===== src/rtl/sweep_sched.sv =====
// Learn-sweep scheduler: steps a DDS through N_POINTS frequencies, waits for settling,
// and gates FFT enable and spectrum capture on the last of FRAMES frames per point.
module sweep_sched #(
  parameter int unsigned N_POINTS   = 100,
  parameter int unsigned SETTLE_CYC = 50000,
  parameter int unsigned FRAMES     = 2
) (
  input  logic       clk_50m,
  input  logic       rst_n,
  input  logic       start,
  input  logic       abort,
  input  logic       frame_done,
  output logic       learn_en,
  output logic       next_freq,
  output logic       fft_valid,
  output logic       capture_en,
  output logic [7:0] pt_idx,
  output logic       busy,
  output logic       done,
  output logic       learn_done
);

  localparam int unsigned CNT_W = 20;
  localparam int unsigned FC_W  = 4;
  localparam int unsigned PT_W  = 8;

  localparam logic [CNT_W-1:0] SETTLE_LOAD = CNT_W'(SETTLE_CYC - 1);
  localparam logic [FC_W-1:0]  LAST_FRAME  = FC_W'(FRAMES - 1);
  localparam logic [PT_W-1:0]  LAST_PT     = PT_W'(N_POINTS - 1);

  typedef enum logic [2:0] {
    IDLE   = 3'd0,
    SETTLE = 3'd1,
    RUN    = 3'd2,
    STEP   = 3'd3,
    FINISH = 3'd4
  } state_t;

  state_t            state_q, state_d;
  logic [CNT_W-1:0]  cnt_q, cnt_d;
  logic [FC_W-1:0]   frame_cnt_q, frame_cnt_d;
  logic [FC_W-1:0]   frame_inc;
  logic [PT_W-1:0]   pt_idx_q, pt_idx_d;
  logic              learn_en_q, learn_en_d;
  logic              next_freq_q, next_freq_d;
  logic              fft_valid_q, fft_valid_d;
  logic              capture_en_q, capture_en_d;
  logic              busy_q, busy_d;
  logic              done_q, done_d;
  logic              learn_done_q, learn_done_d;

  // State and registered outputs
  always_ff @(posedge clk_50m or negedge rst_n) begin
    if (!rst_n) begin
      state_q      <= IDLE;
      cnt_q        <= '0;
      frame_cnt_q  <= '0;
      pt_idx_q     <= '0;
      learn_en_q   <= 1'b0;
      next_freq_q  <= 1'b0;
      fft_valid_q  <= 1'b0;
      capture_en_q <= 1'b0;
      busy_q       <= 1'b0;
      done_q       <= 1'b0;
      learn_done_q <= 1'b0;
    end else begin
      state_q      <= state_d;
      cnt_q        <= cnt_d;
      frame_cnt_q  <= frame_cnt_d;
      pt_idx_q     <= pt_idx_d;
      learn_en_q   <= learn_en_d;
      next_freq_q  <= next_freq_d;
      fft_valid_q  <= fft_valid_d;
      capture_en_q <= capture_en_d;
      busy_q       <= busy_d;
      done_q       <= done_d;
      learn_done_q <= learn_done_d;
    end
  end

  assign frame_inc = FC_W'(frame_cnt_q + FC_W'(1));

  // Next state and next output values
  always_comb begin
    state_d      = state_q;
    cnt_d        = cnt_q;
    frame_cnt_d  = frame_cnt_q;
    pt_idx_d     = pt_idx_q;
    learn_en_d   = learn_en_q;
    next_freq_d  = 1'b0;
    fft_valid_d  = fft_valid_q;
    capture_en_d = capture_en_q;
    done_d       = 1'b0;
    learn_done_d = learn_done_q;

    if (state_q != IDLE && abort) begin
      // Abort drops everything except the sticky completion flag
      state_d      = IDLE;
      cnt_d        = '0;
      frame_cnt_d  = '0;
      pt_idx_d     = '0;
      learn_en_d   = 1'b0;
      fft_valid_d  = 1'b0;
      capture_en_d = 1'b0;
    end else begin
      unique case (state_q)
        IDLE: begin
          if (start && !abort) begin
            state_d      = SETTLE;
            cnt_d        = SETTLE_LOAD;
            frame_cnt_d  = '0;
            pt_idx_d     = '0;
            learn_en_d   = 1'b1;
            fft_valid_d  = 1'b0;
            capture_en_d = 1'b0;
            learn_done_d = 1'b0;
          end
        end
        SETTLE: begin
          if (cnt_q == '0) begin
            state_d      = RUN;
            frame_cnt_d  = '0;
            fft_valid_d  = 1'b1;
            capture_en_d = (LAST_FRAME == '0);
          end else begin
            cnt_d = CNT_W'(cnt_q - CNT_W'(1));
          end
        end
        RUN: begin
          if (frame_done) begin
            if (frame_cnt_q == LAST_FRAME) begin
              frame_cnt_d  = '0;
              fft_valid_d  = 1'b0;
              capture_en_d = 1'b0;
              if (pt_idx_q == LAST_PT) begin
                state_d      = FINISH;
                done_d       = 1'b1;
                learn_done_d = 1'b1;
                learn_en_d   = 1'b0;
              end else begin
                state_d     = STEP;
                next_freq_d = 1'b1;
                pt_idx_d    = PT_W'(pt_idx_q + PT_W'(1));
              end
            end else begin
              frame_cnt_d  = frame_inc;
              capture_en_d = (frame_inc == LAST_FRAME);
            end
          end
        end
        STEP: begin
          state_d = SETTLE;
          cnt_d   = SETTLE_LOAD;
        end
        FINISH: begin
          state_d = IDLE;
        end
        default: begin
          state_d = IDLE;
        end
      endcase
    end

    busy_d = (state_d != IDLE);
  end

  assign learn_en   = learn_en_q;
  assign next_freq  = next_freq_q;
  assign fft_valid  = fft_valid_q;
  assign capture_en = capture_en_q;
  assign pt_idx     = pt_idx_q;
  assign busy       = busy_q;
  assign done       = done_q;
  assign learn_done = learn_done_q;

endmodule


===== config.mk =====
export PLATFORM = sky130hd
export DESIGN_NAME = sweep_sched
export DESIGN_NICKNAME = d
export VERILOG_FILES = /design/src/rtl/sweep_sched.sv
export SDC_FILE = /design/constraint.sdc
export NUM_CORES = 1
export LEC_CHECK = 0
export BUFFER_PORTS_ARGS = -buffer_cell sky130_fd_sc_hd__clkbuf_2
export CAP_MARGIN = 20
export CORE_AREA = 2 2 58 87
export CTS_CLUSTER_SIZE = 28
export DETAILED_ROUTE_END_ITERATION = 7
export DIE_AREA = 0 0 60 89
export HOLD_SLACK_MARGIN = 0.12
export PLACE_DENSITY = 0.72
export SLEW_MARGIN = 5
export SYNTH_ARGS = -nofsm -noshare
export SYNTH_HDL_FRONTEND = slang
export SYNTH_SLANG_ARGS = --single-unit

===== constraint.sdc =====
create_clock -name clk_50m -period 5.7 [get_ports clk_50m]
set_clock_uncertainty 0.1 [all_clocks]
set_input_delay 1.14 -clock clk_50m [delete_from_list [all_inputs] [get_ports clk_50m]]
set_output_delay 1.14 -clock clk_50m [all_outputs]
set_load 0.01 [all_outputs]

# Yosys cells after proc, flatten, opt, wreduce, memory -nomap -nowiden
# Cells that the tools add are included.
# totals
register_bits	42
inputBits	5
output_inout_bits	15
elab_cells	103
# classes
addsub	3
eq_ne	17
mux	54
bitwise_logic	1
reduce_logical	17
# op_table
cell	count
20-bit two-way mux	3
20-bit case mux with 3 select lines	1
8-bit two-way mux	5
1-bit two-way mux	27
3-bit != test (second input constant)	7
20-bit zero test	1
4-bit two-way mux	5
20-bit by 1-bit subtractor with 20-bit output (second input constant)	1
3-bit two-way mux	6
8-bit case mux with 2 select lines	1
5-bit AND reduction	3
3-bit case mux with 4 select lines	1
4-bit case mux with 3 select lines	1
3-bit nonzero test	3
8-bit by 1-bit adder with 8-bit output (second input constant)	1
4-bit by 1-bit == test with 1-bit output (second input constant)	2
8-bit by 7-bit == test with 1-bit output (second input constant)	1
2-bit != test (second input constant)	4
4-bit nonzero test	2
3-bit by 2-bit == test with 1-bit output (second input constant)	2
1-bit case mux with 3 select lines	2
6-bit AND reduction	1
4-bit by 1-bit adder with 4-bit output (second input constant)	1
1-bit case mux with 2 select lines	2
other kinds (8)	9

# Logic depth before layout (Yosys ltp)
# logic_depth
word_depth	7
ltp_mapped	9

# Worst setup path after synthesis
# OpenSTA, ideal clock, no wires.
# synth_path
path_kind	flip-flop to flip-flop
startpoint	register cnt_q[0]
endpoint	register cnt_q[18]
setup_ps	129
arrival_time_ps	2555
t_required_ps	5471
slack_ps	2917
stages_incl_launch_ff	10
n_path_buf	2
cell_sequence	dfrtp_1 inv_1 ha_1 or4b_1 buf_2 or4_4 buf_6 or4b_1 xor2_1 nor2_1
# synth_between
elab_chain_len	4
elab_cells_between_ends	7
classes_between	1 x add/sub; 1 x eq/ne; 3 x mux; 2 x reduce/logical
# synth_lines
element	line_no	rtl
start: declaration	40	logic [CNT_W-1:0] cnt_q, cnt_d;
start signal: assignment	68	cnt_q <= cnt_d;
20-bit by 1-bit subtractor with 20-bit output	126	cnt_d = CNT_W'(cnt_q - CNT_W'(1));
20-bit two-way mux	120	if (cnt_q == '0) begin
20-bit case mux with 3 select lines	106	unique case (state_q)
20-bit two-way mux	96	if (state_q != IDLE && abort) begin
# Parallel ways exist; a longest one is shown, timed or not. The select of a mux whose other input is x is not followed.
# A chain may end at the register's enable or synchronous reset.

# Worst setup path after layout
# layout_path
startpoint	register cnt_q[0]
endpoint	register cnt_q[2]
# The elaborated chain is that of the path after synthesis.

==> run summary <==
outcome: finished clean
vias in the first global route: 2,042
Arrival @ worst endpoint: 3220 ps
critical path startpoint category: flop
routed vias: 2,084
Pwr Density: 261 nW/um2
min cycle time layout: 3130 ps
starting density of the core: 53.3%
Hold Path Class: reg -> reg
post-synthesis mux area share: 1.76%
post-layout util: 58.7%
first-pass GRT wire length: 9090 um
Cell Area, Placed: 2540 um2
Post-Syn Nets: 271
Crit path largest cell delay: 600 ps
die area: 5340 um2
GRT overflow: 0
gpl congestion: 0.814
Die H: 89 um
# resized after CTS: 0
Mapped Area: 2420 um2
Non-Filler Instances: 340
sum of buffers and inverters on the critical path: 1
slowest stage cell, crit path: or4b_1
CTS tree: done
Static Leak: 1.18 nW
ANT cells: 0
final period utilization: 55.0%
Port Buffer Count: 19
detailed placer's ending HPWL: 3820 um
max_cap viols: 0
largest family of logic cells by synthesized area: simple AND/OR/NAND/NOR gates
Place WS: 2650 ps
Mapped Cells: 261
CP required: 5780 ps
Fin Setup TNS: 0 ps
Placed Cells: 331
post-synthesis sequential element count: 42
worst-path maximum fanout: 12
Synth Area in Compound Gates: 22.2%
Hold Buf Count CTS: 0
register area share after synthesis: 43.4%
Avg WL per Cell: 15.8 um
area leader, netlist: dfrtp_1
num ports: 20
fmax: 319 MHz
Slew Viols, Final: 0
crit path launch: cnt_q[0]
clk root buf: clkbuf_8
Clock transition at path regs: 80 ps
Synth Area in Adders: 2.58%
Slew headroom: 38.5%
via/cell ratio: 6.13
Warnings, synthesis: 0
share of the synthesized area in the top cell type: 43.4%
Layout fillers: 412
top_reg_cell synth: dfrtp_1
Final Hold Fails: 0
Sink Count: 42
core area: 4540 um2
RSZ-0062 raised after global routing: false
H-tree depth: 2
initial antenna violation count: 0
Die Width: 60 um
pin count of the biggest net entering global routing: 43
top cells by area, synth: dfrtp_1, nor2_1, o21ai_0
Worst IR Drop VDD: 144 uV
crit path kind: reg -> reg
simple-gate share of the synthesized area: 23.7%
DRC Markers: 0
CP Capture Type: flop
final WL: 5360 um
CTS Buf Count: 5
post-route cell area: 2670 um2
Distinct cells, synth: 51
Layout area overhead: 10.1%
share of layout cells above drive strength 1: 12.0%
First-pass DRT Iterations: 4
Post-CTS Setup Inserts: 0
FP Rows: 30
later-pin clock latency in the skew report: 300 ps
# setup viols final: 0
worst r2r src: cnt_q[0]
hold_sp: learn_done
Post-synth ARST share: 100%
CTS Buffer Depth: 2
Worst-Margin Slew: 910 ps
Iter 0 DRT Violations: 106
Final WS setup: 2570 ps
Post-synth EDFFs: 0
Total GRT Usage: 22.1%
ANT nets after route: 0
area share of xor/xnor cells in the synthesized design: 2.53%
Post-layout nets: 285
worst-path cell chain: inv_1 > ha_1 > or4b_1 > nor4_1 > a41oi_1 > and3_1 > a221o_1
Mean Syn Cell Area: 9.28 um2
Top delay family on crit path: simple AND/OR/NAND/NOR gates
-- per-layer routing --
metal / up-vias / routed length (um) / GRT usage [%]
met5: - / 0 / 0
met1: 1014 / 2270 / 25.7
met2: 43 / 2770 / 37.8
met4: 0 / 160 / 11.5
met3: 12 / 156 / 4.05
li1: 1015 / - / -
-- cell usage after synthesis, types with 7 or more instances --
| cell type | instances |
|---|---|
| nor2_1 | 29 |
| dfrtp_1 | 42 |
| nand3_1 | 10 |
| o21ai_0 | 19 |
| nand2_1 | 15 |
| clkbuf_1 | 9 |
| xor2_1 | 7 |
| or4_1 | 7 |
| a22o_1 | 8 |
| nor3_1 | 10 |
| inv_1 | 9 |
-- power by group --
group | total, mW | internal [mW] | switching (mW)
registers | 0.345 | 0.318 | 0.0275
logic | 0.116 | 0.0445 | 0.0715
clock network | 0.236 | 0.131 | 0.105
total | 0.697 | 0.493 | 0.204
-- metrics by stage --
stage	hold slack [ps]	total power, mW
6_report	397	0.697
3_5_place_dp	374	0.465
2_1_floorplan	384	0.432
3_3_place_gp	370	0.464
4_1_cts	402	0.702
5_1_grt	428	0.737
-- area by class of cell --
class	instances	area [um2]	share of cell area, %
tap	64	80.1	3.00
timing repair buffer	20	115	4.32
clock buffer	6	72.6	2.72
clock inverter	2	37.5	1.41
multi-input combinational	197	1280	47.9
inverter	9	33.8	1.27
sequential	42	1050	39.4
-- sequential cells by signal, indices dropped and copies added (netlist names) --
signal / flops
frame_cnt_q: 4
done: 1
learn_done: 1
learn_en: 1
pt_idx: 8
capture_en: 1
cnt_q: 20
busy: 1
next_freq: 1
fft_valid: 1
state_q: 3
-- worst paths after layout --
| kind | end | slack, ps | depth (start not counted) |
|---|---|---|---|
| hold reg to reg | learn_done | 400 | 1 |
| setup reg to reg | cnt_q[2] | 2570 | 7 |
| hold / removal | learn_done | 400 | 1 |
| min in group asynchronous | cnt_q[14] | 640 | 1 |
| max in group asynchronous | state_q[2] | 4380 | 2 |
| setup / recovery | cnt_q[2] | 2570 | 7 |
-- placed cells by master, fill, tap and decap left out, drive strengths merged, types with 2 or more instances in the layout --
master and count:
a21boi 2, a21oi 4, a221o 3, a22o 8
a31oi 3, and3 6, clkbuf 25, dfrtp 42
ha 5, inv 9, mux2 2, mux2i 2
nand2 15, nand2b 3, nand3 10, nand4b 2
nor2 29, nor2b 3, nor3 10, nor4 5
nor4b 3, o2111ai 4, o211ai 6, o21a 4
o21ai 21, o22ai 2, o31a 4, o31ai 5
o41ai 2, or3 3, or4 8, or4b 2
xor2 7
-- logic make-up (layout without fill, tap and decap cells) --
family                   count (synthesis)  after routing
AO/OA/AOI/OAI                           75             75
XOR/XNOR                                 7              7
adder cells (fa/ha/maj)                  5              5
buffers and inverters                   22             37
flip-flops                              42             42
multiplexers                             4              4
AND/OR/NAND/NOR                        106            106
No activity file was read; power rests on OpenSTA's default activity.
